## src/rtl/br_lite_ni_pkg.sv

```systemverilog
// Shared types for the BrLiteNoC network interface.
package br_lite_ni_pkg;

  localparam int unsigned BR_ADDR_W    = 8;
  localparam int unsigned BR_PAYLOAD_W = 16;
  localparam int unsigned BR_ID_W      = 5;

  // Service carried by a flit: broadcast to all PEs or addressed to one target.
  typedef enum logic [1:0] {
    BR_SVC_TGT = 2'd0,
    BR_SVC_ALL = 2'd1,
    BR_SVC_CLR = 2'd2,
    BR_SVC_RSV = 2'd3
  } br_svc_t;

  // Flit exchanged with the router local port.
  typedef struct packed {
    logic [BR_ADDR_W-1:0]    seq_source;
    logic [BR_ADDR_W-1:0]    seq_target;
    logic [BR_PAYLOAD_W-1:0] payload;
    br_svc_t                 service;
    logic [BR_ID_W-1:0]      id;
  } br_data_t;

  // TX queue entry; source and id are stamped only when the entry departs.
  typedef struct packed {
    logic [BR_ADDR_W-1:0]    target;
    logic [BR_PAYLOAD_W-1:0] payload;
    br_svc_t                 service;
  } br_tx_entry_t;

endpackage

```

## src/rtl/br_lite_ni.sv

```systemverilog
// br_lite_ni: per-PE network interface to the BrLiteNoC router local port.
// TX queues PE requests and injects them with a four-phase req/ack handshake
// gated by the router busy flag; RX accepts router deliveries into a FIFO
// read by the PE through valid/ready.
module br_lite_ni
  import br_lite_ni_pkg::*;
#(
  parameter logic [BR_ADDR_W-1:0] SRC_ADDR = '0,
  parameter int unsigned          TX_DEPTH = 4,
  parameter int unsigned          RX_DEPTH = 4
) (
  input  logic                       clk,
  input  logic                       rst_n,
  input  logic                       tx_valid_i,
  output logic                       tx_ready_o,
  input  logic [BR_ADDR_W-1:0]       tx_target_i,
  input  logic [BR_PAYLOAD_W-1:0]    tx_payload_i,
  input  br_svc_t                    tx_service_i,
  output br_data_t                   noc_flit_o,
  output logic                       noc_req_o,
  input  logic                       noc_ack_i,
  input  logic                       noc_busy_i,
  input  br_data_t                   noc_flit_i,
  input  logic                       noc_req_i,
  output logic                       noc_ack_o,
  output logic                       rx_valid_o,
  input  logic                       rx_ready_i,
  output br_data_t                   rx_flit_o,
  output logic [$clog2(TX_DEPTH):0]  tx_level_o,
  output logic [$clog2(RX_DEPTH):0]  rx_level_o
);

  localparam int unsigned TX_PW = $clog2(TX_DEPTH);
  localparam int unsigned TX_LW = TX_PW + 1;
  localparam int unsigned RX_PW = $clog2(RX_DEPTH);
  localparam int unsigned RX_LW = RX_PW + 1;

  typedef enum logic [1:0] {
    TX_IDLE = 2'd0,
    TX_REQ  = 2'd1,
    TX_REL  = 2'd2
  } tx_state_e;

  typedef enum logic {
    RX_IDLE = 1'b0,
    RX_ACK  = 1'b1
  } rx_state_e;

  // ---------------------------------------------------------------- TX side
  br_tx_entry_t     r_tx_mem [TX_DEPTH];
  logic [TX_PW-1:0] r_tx_wr;
  logic [TX_PW-1:0] r_tx_rd;
  logic [TX_LW-1:0] r_tx_level;
  tx_state_e        r_tx_state;
  tx_state_e        w_tx_next;
  br_data_t         r_noc_flit;
  logic [BR_ID_W-1:0] r_id_cnt;
  br_tx_entry_t     w_tx_entry;
  br_tx_entry_t     w_tx_head;
  logic             w_tx_push;
  logic             w_tx_pop;
  logic             w_tx_empty;
  logic             w_tx_full;

  assign w_tx_entry = '{target: tx_target_i, payload: tx_payload_i, service: tx_service_i};
  assign w_tx_head  = r_tx_mem[r_tx_rd];
  assign w_tx_empty = (r_tx_level == '0);
  assign w_tx_full  = (r_tx_level == TX_LW'(TX_DEPTH));
  assign w_tx_push  = tx_valid_i & ~w_tx_full;

  assign tx_ready_o = ~w_tx_full;
  assign tx_level_o = r_tx_level;
  assign noc_flit_o = r_noc_flit;

  // TX FIFO storage and write pointer
  always_ff @(posedge clk or negedge rst_n) begin
    if (!rst_n) begin
      for (int unsigned i = 0; i < TX_DEPTH; i++) r_tx_mem[i] <= '0;
      r_tx_wr <= '0;
    end else if (w_tx_push) begin
      r_tx_mem[r_tx_wr] <= w_tx_entry;
      r_tx_wr           <= r_tx_wr + TX_PW'(1);
    end
  end

  // TX FIFO read pointer and occupancy
  always_ff @(posedge clk or negedge rst_n) begin
    if (!rst_n) begin
      r_tx_rd    <= '0;
      r_tx_level <= '0;
    end else begin
      if (w_tx_pop) r_tx_rd <= r_tx_rd + TX_PW'(1);
      case ({w_tx_push, w_tx_pop})
        2'b10:   r_tx_level <= r_tx_level + TX_LW'(1);
        2'b01:   r_tx_level <= r_tx_level - TX_LW'(1);
        default: r_tx_level <= r_tx_level;
      endcase
    end
  end

  // TX state register
  always_ff @(posedge clk or negedge rst_n) begin
    if (!rst_n) r_tx_state <= TX_IDLE;
    else        r_tx_state <= w_tx_next;
  end

  // TX next state: launch a queued request only while the router is not busy
  always_comb begin
    w_tx_next = r_tx_state;
    w_tx_pop  = 1'b0;
    case (r_tx_state)
      TX_IDLE: begin
        if (!w_tx_empty && !noc_busy_i) begin
          w_tx_next = TX_REQ;
          w_tx_pop  = 1'b1;
        end
      end
      TX_REQ:  if (noc_ack_i)  w_tx_next = TX_REL;
      TX_REL:  if (!noc_ack_i) w_tx_next = TX_IDLE;
      default: w_tx_next = TX_IDLE;
    endcase
  end

  // TX handshake output: request held for the whole TX_REQ phase
  always_comb begin
    noc_req_o = 1'b0;
    if (r_tx_state == TX_REQ) noc_req_o = 1'b1;
  end

  // Launch register: stamp source address and packet id on the departing flit
  always_ff @(posedge clk or negedge rst_n) begin
    if (!rst_n) begin
      r_noc_flit <= '0;
      r_id_cnt   <= '0;
    end else if (w_tx_pop) begin
      r_noc_flit.seq_source <= SRC_ADDR;
      r_noc_flit.seq_target <= w_tx_head.target;
      r_noc_flit.payload    <= w_tx_head.payload;
      r_noc_flit.service    <= w_tx_head.service;
      r_noc_flit.id         <= r_id_cnt;
      r_id_cnt              <= r_id_cnt + BR_ID_W'(1);
    end
  end

  // ---------------------------------------------------------------- RX side
  br_data_t         r_rx_mem [RX_DEPTH];
  logic [RX_PW-1:0] r_rx_wr;
  logic [RX_PW-1:0] r_rx_rd;
  logic [RX_LW-1:0] r_rx_level;
  rx_state_e        r_rx_state;
  rx_state_e        w_rx_next;
  logic             w_rx_push;
  logic             w_rx_pop;
  logic             w_rx_full;
  logic             w_rx_empty;

  assign w_rx_full  = (r_rx_level == RX_LW'(RX_DEPTH));
  assign w_rx_empty = (r_rx_level == '0);
  assign w_rx_pop   = ~w_rx_empty & rx_ready_i;

  assign rx_valid_o = ~w_rx_empty;
  assign rx_flit_o  = r_rx_mem[r_rx_rd];
  assign rx_level_o = r_rx_level;

  // RX FIFO storage and write pointer
  always_ff @(posedge clk or negedge rst_n) begin
    if (!rst_n) begin
      for (int unsigned i = 0; i < RX_DEPTH; i++) r_rx_mem[i] <= '0;
      r_rx_wr <= '0;
    end else if (w_rx_push) begin
      r_rx_mem[r_rx_wr] <= noc_flit_i;
      r_rx_wr           <= r_rx_wr + RX_PW'(1);
    end
  end

  // RX FIFO read pointer and occupancy
  always_ff @(posedge clk or negedge rst_n) begin
    if (!rst_n) begin
      r_rx_rd    <= '0;
      r_rx_level <= '0;
    end else begin
      if (w_rx_pop) r_rx_rd <= r_rx_rd + RX_PW'(1);
      case ({w_rx_push, w_rx_pop})
        2'b10:   r_rx_level <= r_rx_level + RX_LW'(1);
        2'b01:   r_rx_level <= r_rx_level - RX_LW'(1);
        default: r_rx_level <= r_rx_level;
      endcase
    end
  end

  // RX state register
  always_ff @(posedge clk or negedge rst_n) begin
    if (!rst_n) r_rx_state <= RX_IDLE;
    else        r_rx_state <= w_rx_next;
  end

  // RX next state: accept only against the registered level, so a full FIFO
  // back-pressures the router even if the PE pops in the same cycle
  always_comb begin
    w_rx_next = r_rx_state;
    w_rx_push = 1'b0;
    case (r_rx_state)
      RX_IDLE: begin
        if (noc_req_i && !w_rx_full) begin
          w_rx_next = RX_ACK;
          w_rx_push = 1'b1;
        end
      end
      RX_ACK:  if (!noc_req_i) w_rx_next = RX_IDLE;
      default: w_rx_next = RX_IDLE;
    endcase
  end

  // RX handshake output: acknowledge held until the router drops its request
  always_comb begin
    noc_ack_o = 1'b0;
    if (r_rx_state == RX_ACK) noc_ack_o = 1'b1;
  end

endmodule
```

## config.mk

```make
export PLATFORM = sky130hd
export DESIGN_NAME = br_lite_ni
export DESIGN_NICKNAME = d
export VERILOG_FILES = /design/src/rtl/br_lite_ni_pkg.sv /design/src/rtl/br_lite_ni.sv
export SDC_FILE = /design/constraint.sdc
export NUM_CORES = 1
export LEC_CHECK = 0
export ABC_AREA = 1
export CAP_MARGIN = 25
export CELL_PAD_IN_SITES_DETAIL_PLACEMENT = 1
export CELL_PAD_IN_SITES_GLOBAL_PLACEMENT = 1
export CORE_MARGIN = 3
export CORE_UTILIZATION = 46
export DETAILED_ROUTE_END_ITERATION = 7
export PLACE_DENSITY = 0.91
export SLEW_MARGIN = 5
export SYNTH_ARGS = -nofsm -noshare
export SYNTH_HDL_FRONTEND = slang
export SYNTH_SLANG_ARGS = --single-unit
```

## constraint.sdc

```tcl
create_clock -name clk -period 4.51 [get_ports clk]
set_input_delay 0.902 -clock clk [delete_from_list [all_inputs] [get_ports clk]]
set_output_delay 0.902 -clock clk [all_outputs]
set_load 0.01 [all_outputs]
```

==> metrics, run 1 <==
share of flip-flops with an asynchronous set or reset 100%; switching power of the nets 6.31 mW; per-cell routed wire length 20.4 um; Post-Synth Simple-Gate Area 34.4%; LEAKAGE a little over 9 nW; pin count of the biggest net entering global routing 125; power per standard cell area 798 mW/mm^2; Hold/Removal Path Class in -> async; count of flip-flops with a built-in enable after synthesis 0; Final Hold Fails 0; crit path max fanout 43; Rel. slew slack 33.8%; CTS tree done; Ports 160; prevailing post-synth register cell dfrtp_1; internal power 8.14 mW; fin nets 2,103; classification of the worst setup path reg -> out; complex-gate fraction of the synthesized area 4.44%; maximum resistive drop on vdd ~0.00033 V; antenna-violating nets left 0; area of the core 0.0329 sq mm; overall global routing resource usage 28.2%; Synthesis Warnings 0; multiplexer share of the synthesized area 0%; # DRC 0; worst hold margin 419 ps; shortest period the worst path allows around 3800 ps; total vias in the final route 14,500; power share of the sequential group 33.6%; mean post-synth cell area 7.91 sq um; switching portion of total power 43.7%; count of max-cap constraint violations 0; global-route wire length before repair just over 80,000 um; outcome completed; number of DRC markers in iteration 0 1,163; Setup TNS Final 0 ps; count of unique library cells instantiated by Yosys 29; Pre-antenna DRT Iters 7; initial antenna violation count 3; aggregate routed wire length 50,700 um; kind of launch point of the worst setup path flop; number of hold-repair buffers added at the cts stage 0; Die W about 190 um; setup repair after global routing missed its margin false; number of max-slew violations in the final report 0; post-route fraction of the period consumed by the critical path 83.8%; initial core utilization between 40% and 50%; grt ovf 0; post-DR vias/cell 5.83; Slowest cell on crit path clkdlybuf4s50_1; overall die area 0.0359 sq mm; ordered list of cells on the worst path inv_2, buf_4, o21ai_0, o22ai_1, clkdlybuf4s50_1; sequential area share after synthesis 50.6%; synthesized netlist cell count 1,955; WP data required 3610 ps; Port Buf Inserts 151; post-cts repair resize count 0; type of destination of the critical path output port; Final GP Congestion approximately 0.76; setup bufs post-CTS 0; number of core rows 66; Max stage delay on crit path ~600 ps; Yosys reg bits roughly 310; die extent in y 189 um; transition time at the pin with the least slew margin 993 ps; Root Buffer Master clkbuf_16; Clock Tree Buf Depth 3; post-detailed-placement half-perimeter wirelength ~29,000 um; vias in the first global route between 15,000 and 20,000; post-CTS clock slew at the launch and capture registers of the worst setup and hold paths about 60 ps; area growth from synthesis to layout 17.1%; Fmax roughly 0.26 GHz; sum of internal, switching and leakage power between 10 and 15 mW; share of cells above drive strength 1 approximately 5%; xor and xnor area share after synthesis 0.566%; slack of the worst reg-to-reg path between 1500 and 2000 ps; clock buffer count from CTS 36; post-route cell area approximately 0.018 sq mm; clock skew after layout 11.9 ps; number of inserted filler cells in the final layout ~4,100; source-to-sink clock delay at the later pin of the worst-skew pair between 500 and 600 ps; H-tree lvl count 2; number of setup violations in the final report 0; cell area reported after detailed placement 0.0170 sq mm; netlist area before placement 0.0155 sq mm; Gate power share 47.0%; clock sink count 313; data arrival at the endpoint of the critical path 2880 ps; post-synthesis share of cell area spent on full adders, half adders and majority gates 1.15%; combinational family with the most area after synthesis simple AND/OR/NAND/NOR gates; clock power share 19.4%
## logic make-up after synthesis
kind of cell | Yosys count
AO/OA/AOI/OAI | 127
XOR/XNOR | 10
adder cells (fa/ha/maj) | 13
buffers and inverters | 299
flip-flops | 313
other | 1
AND/OR/NAND/NOR | 1192
## metal layers
layer	vias to the layer above	routed length, um	global-route usage (%)
li1	6523	-	-
met1	7349	21100	36.6
met2	500	25200	48.6
met3	105	3000	4.41
met4	2	1410	8.93
met5	-	9	0
## worst max-delay path: cells and delay by family (launching register included)
family	cells	cell delay (ps)
buffers and inverters	3	1570
DFF	1	410
AOI/OAI and AO/OA	2	340
## registers in the layout, indices dropped and copies added, names as in the netlist
register    flops
tx_level_o      3
r_id_cnt        5
r_tx_mem      104
r_rx_state      1
r_tx_rd         2
r_tx_wr         2
r_tx_state      2
r_rx_mem      156
noc_flit_o     31
rx_level_o      3
r_rx_rd         2
r_rx_wr         2
## stage by stage
step	worst slack (ps)	utilization, %	instances
floorplan	2070	-	1962
global placement	1430	51.7	2421
detailed placement	1340	51.7	2421
CTS	784	55.0	2480
global route	592	55.1	2483
finish	730	55.1	2483
## power groups by stage
stage / clock, mW / combinational [mW] / sequential (mW)
after floorplan: 0 / 4.19 / 4.70
final: 2.80 / 6.79 / 4.85
after global placement: 0 / 6.34 / 4.76
after global routing: 2.97 / 7.54 / 4.99
after detailed placement: 0 / 6.68 / 4.84
after CTS: 2.85 / 6.79 / 4.83
## final timing paths
kind / startpoint / endpoint / depth (start not counted)
hold / removal: rst_n / r_rx_mem[10]$_DFFE_PN0P_ / 1
setup / recovery: r_rx_rd[0]$_DFFE_PN0P_ / rx_flit_o[8] / 5
hold reg to reg: r_tx_state[0]$_DFFE_PN0P_ / r_tx_state[1]$_DFFE_PN0P_ / 1
max in group asynchronous: rst_n / r_rx_mem[64]$_DFFE_PN0P_ / 2
min in group clk: r_tx_state[0]$_DFFE_PN0P_ / r_tx_state[1]$_DFFE_PN0P_ / 1
setup reg to reg: tx_level_o[0]$_DFFE_PN0P_ / tx_level_o[2]$_DFFE_PN0P_ / 10
## Yosys cell counts, drive strengths merged (2+ instances only)
cell type | count | area (sq um)
buf | 130 | 727
clkbuf | 37 | 139
dfrtp | 313 | 7830
fa | 2 | 40.0
ha | 11 | 138
inv | 131 | 492
nand2 | 777 | 2920
nand3 | 70 | 425
nand4 | 262 | 1640
nor2 | 82 | 332
o21ai | 86 | 430
o22ai | 39 | 244
xnor2 | 5 | 43.8
xor2 | 5 | 43.8
## layout by cell type, fill, tap and decap left out, types with 2 or more instances in the layout
cell type	instances
nor2_1	80
clkdlybuf4s50_1	149
xor2_1	5
inv_1	126
buf_4	32
clkbuf_16	37
nand2_1	776
nand4_1	262
nand3_4	5
dfrtp_1	312
o22ai_1	39
conb_1	8
ha_1	11
clkinv_2	2
clkbuf_8	7
o21ai_0	78
inv_2	5
clkbuf_1	12
buf_12	3
o21ai_1	8
diode_2	2
nand3_1	61
xnor2_1	5
nand3_2	4
fa_1	2
## final cells by class
cell class,count,area (sq um),area share (%)
inverters,132,495,2.74
clock inverters,3,40.0,0.221
clock buffers,56,1070,5.89
multi-input cells,1350,6310,34.8
diodes,2,5.00,0.0276
well taps,442,553,3.05
repair buffers,185,1810,9.97
flip-flops and latches,313,7830,43.2
Power figures use the tool's default switching activity.
==> run 2, diff against run 1 <==
--- a/config.mk
+++ b/config.mk
@@ -10,9 +10,9 @@
 export CELL_PAD_IN_SITES_DETAIL_PLACEMENT = 1
 export CELL_PAD_IN_SITES_GLOBAL_PLACEMENT = 1
 export CORE_MARGIN = 3
-export CORE_UTILIZATION = 46
+export CORE_UTILIZATION = 43
 export DETAILED_ROUTE_END_ITERATION = 7
-export PLACE_DENSITY = 0.91
+export PLACE_DENSITY = 0.86
 export SLEW_MARGIN = 5
 export SYNTH_ARGS = -nofsm -noshare
 export SYNTH_HDL_FRONTEND = slang
==> constraint.sdc (replaced) <==
create_clock -name clk -period 3.6 [get_ports clk]
set_input_delay 0.72 -clock clk [delete_from_list [all_inputs] [get_ports clk]]
set_output_delay 0.72 -clock clk [all_outputs]
set_load 0.01 [all_outputs]
==> metrics, run 2 (synthesis results as in run 1) <==
Pre-antenna DRT Iters 5 (-2); Setup TNS Final 0 ps (unchanged); area growth from synthesis to layout 18.1%; Final Hold Fails 0 (unchanged); Rel. slew slack 42.1% (+8.3 points); switching portion of total power 43.3% (-0.39 points); switching power of the nets 7.86 mW (+25%); post-route fraction of the period consumed by the critical path between 90% and 100%; Slowest cell on crit path buf_4; data arrival at the endpoint of the critical path 2740 ps (-140 ps); shortest period the worst path allows 3460 ps; Port Buf Inserts 151 (unchanged); antenna-violating nets left 0 (unchanged); number of DRC markers in iteration 0 965 (-17%); clock sink count 313 (unchanged); per-cell routed wire length 20.0 um (-2.1%); number of core rows 68 (+3.0%); overall die area 0.0383 sq mm (+6.8%); crit path max fanout 79 (+84%); internal power 10.3 mW (+27%); Root Buffer Master clkbuf_16; initial core utilization 44.2% (-2.8 points); post-DR vias/cell 5.71 (-2.1%); LEAKAGE 9.35 nW (+0.90%); grt ovf 0 (unchanged); Final GP Congestion 0.813 (+6.8%); clock skew after layout 27.3 ps (+15.4 ps); post-route cell area 0.0183 sq mm (+0.90%); power per standard cell area 994 mW/mm^2 (+25%); count of max-cap constraint violations 0 (unchanged); fin nets 2,105 (+0.095%); most used cells in the layout excluding fill and tap cells 775 x nand2_1, 312 x dfrtp_1, 262 x nand4_1; Worst R2R End r_tx_mem[21]$_DFFE_PN0P_; number of flip-flops under the largest register name 156 (unchanged); total vias in the final route 14,300 (-1.3%); Ports 160 (unchanged); Fmax 0.289 GHz; global-route wire length before repair 81,600 um (-0.88%); number of inserted filler cells in the final layout 4,227 (+4.3%); post-detailed-placement half-perimeter wirelength 28,900 um (+0.63%); setup repair after global routing missed its margin false; overall global routing resource usage 25.8% (-2.4 points); number of setup violations in the final report 0 (unchanged); number of hold-repair buffers added at the cts stage 0 (unchanged); outcome completed; Die W 196 um (+3.3%); type of destination of the critical path output port; WP data required 2880 ps (-730 ps); initial antenna violation count 1 (-2); launch point of the critical path r_rx_rd[0]$_DFFE_PN0P_; Critical Path End rx_flit_o[21]; classification of the worst setup path reg -> out; post-cts repair resize count 0 (unchanged); aggregate routed wire length 50,000 um (-1.3%); die extent in y 196 um (+3.3%); pin count of the biggest net entering global routing 158 (+26%); Max stage delay on crit path 670 ps (+70 ps); kind of launch point of the worst setup path flop; ordered list of cells on the worst path buf_4, o21ai_0, o22ai_1, clkdlybuf4s50_1; vias in the first global route 15,300 (-1.9%); startpoint of the lowest-slack register-to-register path tx_level_o[0]$_DFFE_PN0P_; maximum resistive drop on vdd 0.000481 V (+47%); source-to-sink clock delay at the later pin of the worst-skew pair 520 ps (about the same); leading cell type in the layout, fill and taps excluded nand2_1; number of cells on the worst reg-to-reg path 6 (-4); setup bufs post-CTS 0 (unchanged); register name with the most flops r_rx_mem; share of cells above drive strength 1 5.72% (+0.76 points); Gate power share 46.4% (-0.6 points); Hold/Removal Path Class in -> async; clock buffer count from CTS 36 (unchanged); # DRC 0 (unchanged); power share of the sequential group 33.5% (about the same); clock power share 20.2% (+0.8 points); H-tree lvl count 2 (unchanged); number of max-slew violations in the final report 0 (unchanged); Clock Tree Buf Depth 3 (unchanged); post-CTS clock slew at the launch and capture registers of the worst setup and hold paths 60 ps (about the same); CTS tree done; transition time at the pin with the least slew margin 869 ps (-125 ps); cell area reported after detailed placement 0.0171 sq mm (+0.49%); area of the core 0.0350 sq mm (+6.4%); slack of the worst reg-to-reg path 1090 ps (-630 ps)
## run 2: cell types whose count changed in the layout (fill, tap and decap cells not counted), sizes merged
cell | previous run | this run
diode | 2 | 1
clkinvlp | 0 | 1
inv | 131 | 133
clkbuf | 56 | 52
buf | 36 | 38
clkinv | 3 | 10
## run 2: routing by layer
metal / routed length [um] / global-route usage, % / up-vias
met4: 925 / 6.81 / 0
met2: 24600 / 44.0 / 388
met5: 0 / 0 / -
li1: - / - / 6527
met3: 2500 / 3.31 / 74
met1: 22000 / 35.0 / 7295
## run 2: area by class of cell
cell class | instances | area (sq um) | area share, %
clock buffer | 52 | 1080 | 5.92
timing repair buffer | 187 | 1880 | 10.3
clock inverter | 13 | 100 | 0.548
antenna | 1 | 2.50 | 0.0137
tap | 455 | 569 | 3.11
sequential | 313 | 7830 | 42.9
multi-input combinational | 1350 | 6310 | 34.5
inverter | 132 | 495 | 2.71
## run 2: worst max-delay path: cells and delay by family, from the launching register on
family	cells	cell delay, ps
buffers and inverters	2	1270
DFF	1	360
AOI/OAI and AO/OA	2	550
## run 2: how the worst min path moves through the flow
stage / end / slack (ps) / cells past startpoint
3_5_place_dp: r_tx_state[1]$_DFFE_PN0P_ / 450 / 1
2_1_floorplan: noc_flit_o[0]$_DFFE_PN0P_ / 420 / 0
4_1_cts: r_rx_mem[18]$_DFFE_PN0P_ / 260 / 1
6_report: r_rx_mem[12]$_DFFE_PN0P_ / 230 / 1
3_3_place_gp: r_tx_state[1]$_DFFE_PN0P_ / 430 / 1
5_1_grt: r_rx_mem[8]$_DFFE_PN0P_ / 290 / 1
## run 2: stage by stage
step / setup slack (ps) / hold slack [ps] / cells / total power [mW] / util, %
4_1_cts: 127 / 259 / 2501 / 18.2 / 52.2
2_1_floorplan: 1340 / 418 / 1962 / 11.1 / -
3_5_place_dp: 689 / 450 / 2436 / 14.5 / 48.8
6_report: 141 / 228 / 2503 / 18.2 / 52.3
3_3_place_gp: 817 / 428 / 2436 / 14.0 / 48.8
5_1_grt: 1.80 / 286 / 2503 / 19.5 / 52.3
## run 2: power groups by stage
stage	Clock (mW)	Sequential (mW)	Combinational, mW
2_1_floorplan	0	5.88	5.25
3_3_place_gp	0	6.00	7.98
3_5_place_dp	0	6.09	8.36
4_1_cts	3.74	6.06	8.44
5_1_grt	3.89	6.24	9.41
6_report	3.67	6.08	8.42
